File: src/rtl/pcap_replay_pacer_pkg.sv
// Shared definitions for the pcap replay pacer: FSM state encoding, timestamp layout, delta clamp.
// Latency: n/a (types, constants and a pure function only).
// Backpressure: n/a.
package pcap_replay_pacer_pkg;

    typedef enum logic [1:0] {
        ST_IDLE = 2'd0,
        ST_CALC = 2'd1,
        ST_GAP  = 2'd2,
        ST_FWD  = 2'd3
    } pacer_state_t;

    localparam int unsigned USEC_PER_SEC = 1_000_000;

    // Timestamp portion of the pcap record header.
    typedef struct packed {
        logic [31:0] ts_sec;
        logic [31:0] ts_usec;
    } rec_hdr_ts_t;

    // Negative deltas mean the capture clock went backwards: release immediately.
    // Deltas beyond 32 bits saturate rather than wrap.
    function automatic logic [31:0] clamp_delta(input logic signed [63:0] d);
        if (d < 64'sd0) begin
            return 32'd0;
        end else if (d > 64'sh0000_0000_FFFF_FFFF) begin
            return 32'hFFFF_FFFF;
        end else begin
            return d[31:0];
        end
    endfunction

endpackage

File: src/rtl/pcap_replay_pacer_usec_timer.sv
// Microsecond timer: prescaler 0..CYCLES_PER_US-1, each wrap bumps a saturating elapsed_us count.
// Latency: i_clr takes effect on the next edge; o_elapsed_us is the registered count.
// Backpressure: none; free-running except for the synchronous clear.
// Ports: i_clk/i_rst_n clock and async active-low reset, i_clr synchronous clear,
//        o_elapsed_us microseconds since the last clear.
module pcap_replay_pacer_usec_timer #(
    parameter int unsigned CYCLES_PER_US = 250
) (
    input  logic        i_clk,
    input  logic        i_rst_n,
    input  logic        i_clr,
    output logic [31:0] o_elapsed_us
);

    localparam int unsigned PW = (CYCLES_PER_US > 1) ? $clog2(CYCLES_PER_US) : 1;
    localparam logic [PW-1:0] PRESC_MAX = PW'(CYCLES_PER_US - 1);

    logic [PW-1:0] r_presc;
    logic [31:0]   r_elapsed_us;
    logic          w_wrap;

    assign w_wrap       = (r_presc == PRESC_MAX);
    assign o_elapsed_us = r_elapsed_us;

    always_ff @(posedge i_clk or negedge i_rst_n) begin
        if (!i_rst_n) begin
            r_presc      <= '0;
            r_elapsed_us <= '0;
        end else if (i_clr) begin
            r_presc      <= '0;
            r_elapsed_us <= '0;
        end else if (w_wrap) begin
            r_presc <= '0;
            if (r_elapsed_us != 32'hFFFF_FFFF) begin
                r_elapsed_us <= r_elapsed_us + 32'd1;
            end
        end else begin
            r_presc <= r_presc + PW'(1);
        end
    end

endmodule

File: src/rtl/pcap_replay_pacer.sv
// Replays captured packets with their original inter-packet timing (start-to-start) or back-to-back.
// Latency: header -> first beat is 3 cycles minimum (IDLE, CALC, GAP); data path is combinational.
// Backpressure: M_TREADY passes straight to S_TREADY in FWD; headers stall (HDR_READY=0) outside IDLE.
// Ports: CLK/RST_N clock and async active-low reset; PACE_EN pacing enable;
//        HDR_* record-header handshake + timestamp; S_* raw packet stream in;
//        M_* paced packet stream out; PKT_COUNT packets released since reset.
module pcap_replay_pacer
    import pcap_replay_pacer_pkg::*;
#(
    parameter int unsigned CYCLES_PER_US = 250
) (
    input  logic         CLK,
    input  logic         RST_N,
    input  logic         PACE_EN,
    input  logic         HDR_VALID,
    output logic         HDR_READY,
    input  logic [31:0]  HDR_TS_SEC,
    input  logic [31:0]  HDR_TS_USEC,
    input  logic         S_TVALID,
    output logic         S_TREADY,
    input  logic [127:0] S_TDATA,
    input  logic [15:0]  S_TKEEP,
    input  logic         S_TLAST,
    output logic         M_TVALID,
    input  logic         M_TREADY,
    output logic [127:0] M_TDATA,
    output logic [15:0]  M_TKEEP,
    output logic         M_TLAST,
    output logic [31:0]  PKT_COUNT
);

    pacer_state_t r_state;
    pacer_state_t w_next;

    rec_hdr_ts_t  r_hdr;        // timestamp of the packet being paced
    rec_hdr_ts_t  r_ref;        // timestamp of the previously released packet
    logic         r_first;
    logic [31:0]  r_delta_us;
    logic [31:0]  r_pkt_count;

    logic [31:0]        w_elapsed_us;
    logic               w_timer_clr;
    logic               w_last_beat;
    logic signed [63:0] w_diff_sec;
    logic signed [63:0] w_diff_usec;
    logic signed [63:0] w_delta_raw;

    // Elapsed time runs from the start of one packet to the start of the next,
    // so it keeps counting through FWD and is only cleared on FWD entry.
    pcap_replay_pacer_usec_timer #(
        .CYCLES_PER_US (CYCLES_PER_US)
    ) u_usec_timer (
        .i_clk        (CLK),
        .i_rst_n      (RST_N),
        .i_clr        (w_timer_clr),
        .o_elapsed_us (w_elapsed_us)
    );

    // Both operands are zero-extended so the subtraction is a true signed difference.
    assign w_diff_sec  = $signed({32'd0, r_hdr.ts_sec})  - $signed({32'd0, r_ref.ts_sec});
    assign w_diff_usec = $signed({32'd0, r_hdr.ts_usec}) - $signed({32'd0, r_ref.ts_usec});
    assign w_delta_raw = w_diff_sec * $signed(64'(USEC_PER_SEC)) + w_diff_usec;

    // Sideband follows the input unconditionally; only valid/ready are gated.
    assign M_TDATA   = S_TDATA;
    assign M_TKEEP   = S_TKEEP;
    assign M_TLAST   = S_TLAST;
    assign PKT_COUNT = r_pkt_count;

    always_comb begin
        w_next      = r_state;
        HDR_READY   = 1'b0;
        M_TVALID    = 1'b0;
        S_TREADY    = 1'b0;
        w_timer_clr = 1'b0;
        w_last_beat = 1'b0;
        case (r_state)
            ST_IDLE: begin
                HDR_READY = 1'b1;
                if (HDR_VALID) begin
                    w_next = ST_CALC;
                end
            end
            ST_CALC: begin
                w_next = ST_GAP;
            end
            ST_GAP: begin
                // A zero delta always satisfies the compare, giving a single GAP cycle.
                if ((w_elapsed_us >= r_delta_us) || !PACE_EN) begin
                    w_next      = ST_FWD;
                    w_timer_clr = 1'b1;
                end
            end
            ST_FWD: begin
                M_TVALID = S_TVALID;
                S_TREADY = M_TREADY;
                if (S_TVALID && M_TREADY && S_TLAST) begin
                    w_last_beat = 1'b1;
                    w_next      = ST_IDLE;
                end
            end
            default: begin
                w_next = ST_IDLE;
            end
        endcase
    end

    always_ff @(posedge CLK or negedge RST_N) begin
        if (!RST_N) begin
            r_state <= ST_IDLE;
        end else begin
            r_state <= w_next;
        end
    end

    always_ff @(posedge CLK or negedge RST_N) begin
        if (!RST_N) begin
            r_hdr       <= '0;
            r_ref       <= '0;
            r_first     <= 1'b1;
            r_delta_us  <= '0;
            r_pkt_count <= '0;
        end else begin
            if ((r_state == ST_IDLE) && HDR_VALID) begin
                r_hdr.ts_sec  <= HDR_TS_SEC;
                r_hdr.ts_usec <= HDR_TS_USEC;
            end
            if (r_state == ST_CALC) begin
                r_delta_us <= (r_first || !PACE_EN) ? 32'd0 : clamp_delta(w_delta_raw);
            end
            if (w_timer_clr) begin
                r_ref   <= r_hdr;
                r_first <= 1'b0;
            end
            if (w_last_beat) begin
                r_pkt_count <= r_pkt_count + 32'd1;
            end
        end
    end

endmodule

File: config.mk
export PLATFORM = sky130hd
export DESIGN_NAME = pcap_replay_pacer
export DESIGN_NICKNAME = d
export VERILOG_FILES = /design/src/rtl/pcap_replay_pacer_pkg.sv /design/src/rtl/pcap_replay_pacer_usec_timer.sv /design/src/rtl/pcap_replay_pacer.sv
export SDC_FILE = /design/constraint.sdc
export NUM_CORES = 1
export LEC_CHECK = 0
export ABC_AREA = 1
export CAP_MARGIN = 5
export CORE_MARGIN = 4
export CORE_UTILIZATION = 35
export DETAILED_ROUTE_END_ITERATION = 10
export GPL_ROUTABILITY_DRIVEN = 0
export PLACE_DENSITY_LB_ADDON = 0.25
export SLEW_MARGIN = 20
export SYNTH_ARGS = -nofsm -noshare
export SYNTH_HDL_FRONTEND = slang
export SYNTH_HIERARCHICAL = 1
export SYNTH_SLANG_ARGS = --single-unit
File: constraint.sdc
create_clock -name CLK -period 13 [get_ports CLK]
set_input_delay 3.25 -clock CLK [delete_from_list [all_inputs] [get_ports CLK]]
set_output_delay 3.25 -clock CLK [all_outputs]
set_load 0.005 [all_outputs]
==> results by group <==
Outcome
  • Status: completed

Synthesis
  • Ys flop type: dfrtp_1
  • Sequential element share of the synthesized area: 20.8%
  • Synth warn: 6
  • Synth async-reset ratio: 100%
  • Share of the synthesized area in the top cell type: 20.7%
  • EDFF count, synth: 0
  • Synth Instances: 3926
  • Post-synth net total: 4659
  • Synth area leader: dfrtp_1
  • Yosys reg bits: 235
  • Post-Syn Area: 28200 sq um
  • Ranking of synthesized cells by area: dfrtp_1, ha_1, nand2_1, fa_1, inv_1
  • Syn avg cell area: 7.19 sq um
  • Yosys cell types: 52

CTS
  • TritonCTS buffer count: 29
  • Clock-pin slew on the worst setup and hold paths: 60 ps
  • CTS tree: built
  • Clk sinks: 235
  • Root Buffer: clkbuf_16
  • Post-CTS Resized: 0
  • H-Tree Depth: 1
  • Max Buffers Root-to-Sink: 3
  • Post-CTS Setup Inserts: 0
  • Cts hold-fix bufs: 0
  • Worst skew pair latency: 560 ps

STA
  • Count of final setup violators: 0
  • Slew at the pin closest to its max-slew limit: 944 ps
  • Final Cycle Share: 81.8%
  • Unrepaired setup endpoints after global routing: no
  • Fmax: 94.1 MHz
  • Final hold vios: 0
  • Fin Setup TNS: 0 ps
  • Setup skew after layout: 13.5 ps
  • Post-layout min period: 10630 ps
  • Relative slew slack: 37.0%
  • Final Max Tran Viols: 0

Global route
  • Tot GR Track Use: 16.1%
  • Largest net degree at the start of global routing: 149
  • Vias in the first global route: 23200
  • Initial antenna violation count: 0
  • First-pass GRT wire length: 116000 microns
  • GRT Residual Overflow: 0

Final layout
  • Nets: 4616
  • Storage element area: 5880 sq um
  • Commonest non-fill, non-tap cell in the layout: nand2_1
  • Most frequent cells in the layout: nand2_1, inv_1, ha_1, nor2_1, a21oi_1
  • Fraction of layout cells with a size suffix above 1: 2.61%
  • Antenna cells: 0
  • Fill cells: 8361
  • Area growth from synthesis to final layout: 7.68%
  • Multi-input logic area: 18200 sq um

Floorplan
  • Row count: 103
  • Initial Util: 35.5%
  • Die Span X: 292 microns
  • Io pins: 395
  • Die H: 292 microns
  • Area of the core: 79500 sq um
  • Die Area: 85200 sq um

Route
  • Drc violations: 0
  • Via density: 4.61
  • Vias post-DR: 22800
  • TritonRoute pass-1 iters: 5
  • Antenna Violating Nets Remaining: 0
  • Initial DRC count: 934
  • WL final: 68800 microns
  • Avg WL per Cell: 13.9 microns

Critical path
  • Crit Path Category: flop to flop
  • Crit Reg-Reg Endpoint: r_delta_us[25]
  • Crit. End Element: flop
  • CP Max Fanout: 32
  • CP max stage cell: xor2_1
  • RR Startpoint: r_hdr[34]
  • Worst path bufs/invs: 6
  • WP data arrival: 11080 ps
  • Reg2Reg Depth: 46
  • Top delay family on crit path: adder cells
  • Worst path max stage delay: 590 ps
  • CP startpoint kind: flop
  • Flop2flop setup slack: 2370 ps
  • CP most frequent cell: nand2_1
  • Required time worst endpoint: 13450 ps

Hold path
  • Hold endpoint: r_first
  • Hold Path Depth: 2
  • Hold Crit Start: r_first
  • Hold crit path type: flop to flop

Run
  • Total of max-cap violations: 0

Placed design
  • HPWL after detailed placement: 57900 microns
  • PortBufs: 106
## routing by layer
layer	vias to the layer above	global-route usage, %	routed length, microns
met5	-	0.554	42
met4	2	3.93	1920
met3	106	2.27	2460
met2	362	27.4	31500
met1	10400	21.5	32900
li1	12000	-	-
## tightest hold or removal path, delay by kind of cell (launching register included)
family                 cells  cell delay (ps)
buffers and inverters      1               60
flip-flops                 1              360
AND/OR/NAND/NOR            1               40
## stage by stage
stage | hold slack [ps] | utilization (%) | instance area, sq um | setup WS [ps] | instances
4_1_cts | 461 | 38.2 | 30400 | 2330 | 4955
3_3_place_gp | 449 | 37.0 | 29400 | 2420 | 4902
2_1_floorplan | 436 | - | 28200 | 4450 | 3926
6_report | 456 | 38.2 | 30400 | 2370 | 4955
3_5_place_dp | 451 | 37.0 | 29400 | 2380 | 4902
5_1_grt | 491 | 38.2 | 30400 | 1490 | 4955
## synthesized netlist by cell type (all sizes together), types with 4 or more instances
cell and number:
o2111ai 4, buf 156, xor2 106, or2 5, nor3 35, clkbuf 31, o21bai 16, a21boi 8
a21o 17, xnor2 60, nand3b 17, fa 153, nand4 41, a211oi 6, ha 365, nand3 96
nor4 5, dfrtp 234, o21a 6, o21ai 157, inv 765, nor3b 4, a21oi 241, nand2 1040
a31oi 16, nor2 326
## cells by family after synthesis
group                      Yosys count  synth area share (%)
buffers and inverters              953                  14.8
xor gates and xnor gates           166                  5.15
AOI/OAI and AO/OA                  480                  9.25
and+or+nand+nor                   1572                  22.9
muxes                                1                0.0399
adders and majority gates          518                  27.0
DFF                                235                  20.8
other                                1                0.0133
## registers in the layout, summed over array words and instances (netlist names)
signal	cells
u_usec_timer/r_presc	8
PKT_COUNT	32
r_hdr	64
r_delta_us	32
u_usec_timer/o_elapsed_us	32
r_first	1
r_ref	64
r_state	2
## area by class of cell
class	count	area share [%]
multi-input combinational	2738	59.9
sequential	235	19.4
inverter	766	9.46
tap	1050	4.32
timing repair buffer	113	3.72
clock buffer	43	2.82
clock inverter	10	0.445
## how the worst max path moves through the flow
| stage | depth (start not counted) | to | slack [ps] | startpoint |
|---|---|---|---|---|
| final | 46 | r_delta_us[25] | 2370 | r_hdr[34] |
| after global routing | 47 | r_delta_us[8] | 1490 | r_ref[32] |
| after CTS | 46 | r_delta_us[25] | 2330 | r_hdr[34] |
| after detailed placement | 46 | r_delta_us[25] | 2380 | r_hdr[34] |
| after global placement | 46 | r_delta_us[1] | 2420 | r_hdr[34] |
| after floorplan | 50 | r_delta_us[11] | 4450 | r_hdr[32] |
Power is left out: the tool's default activity adds up to more than one toggle a clock period on the data nets, which glitch-free logic cannot reach.
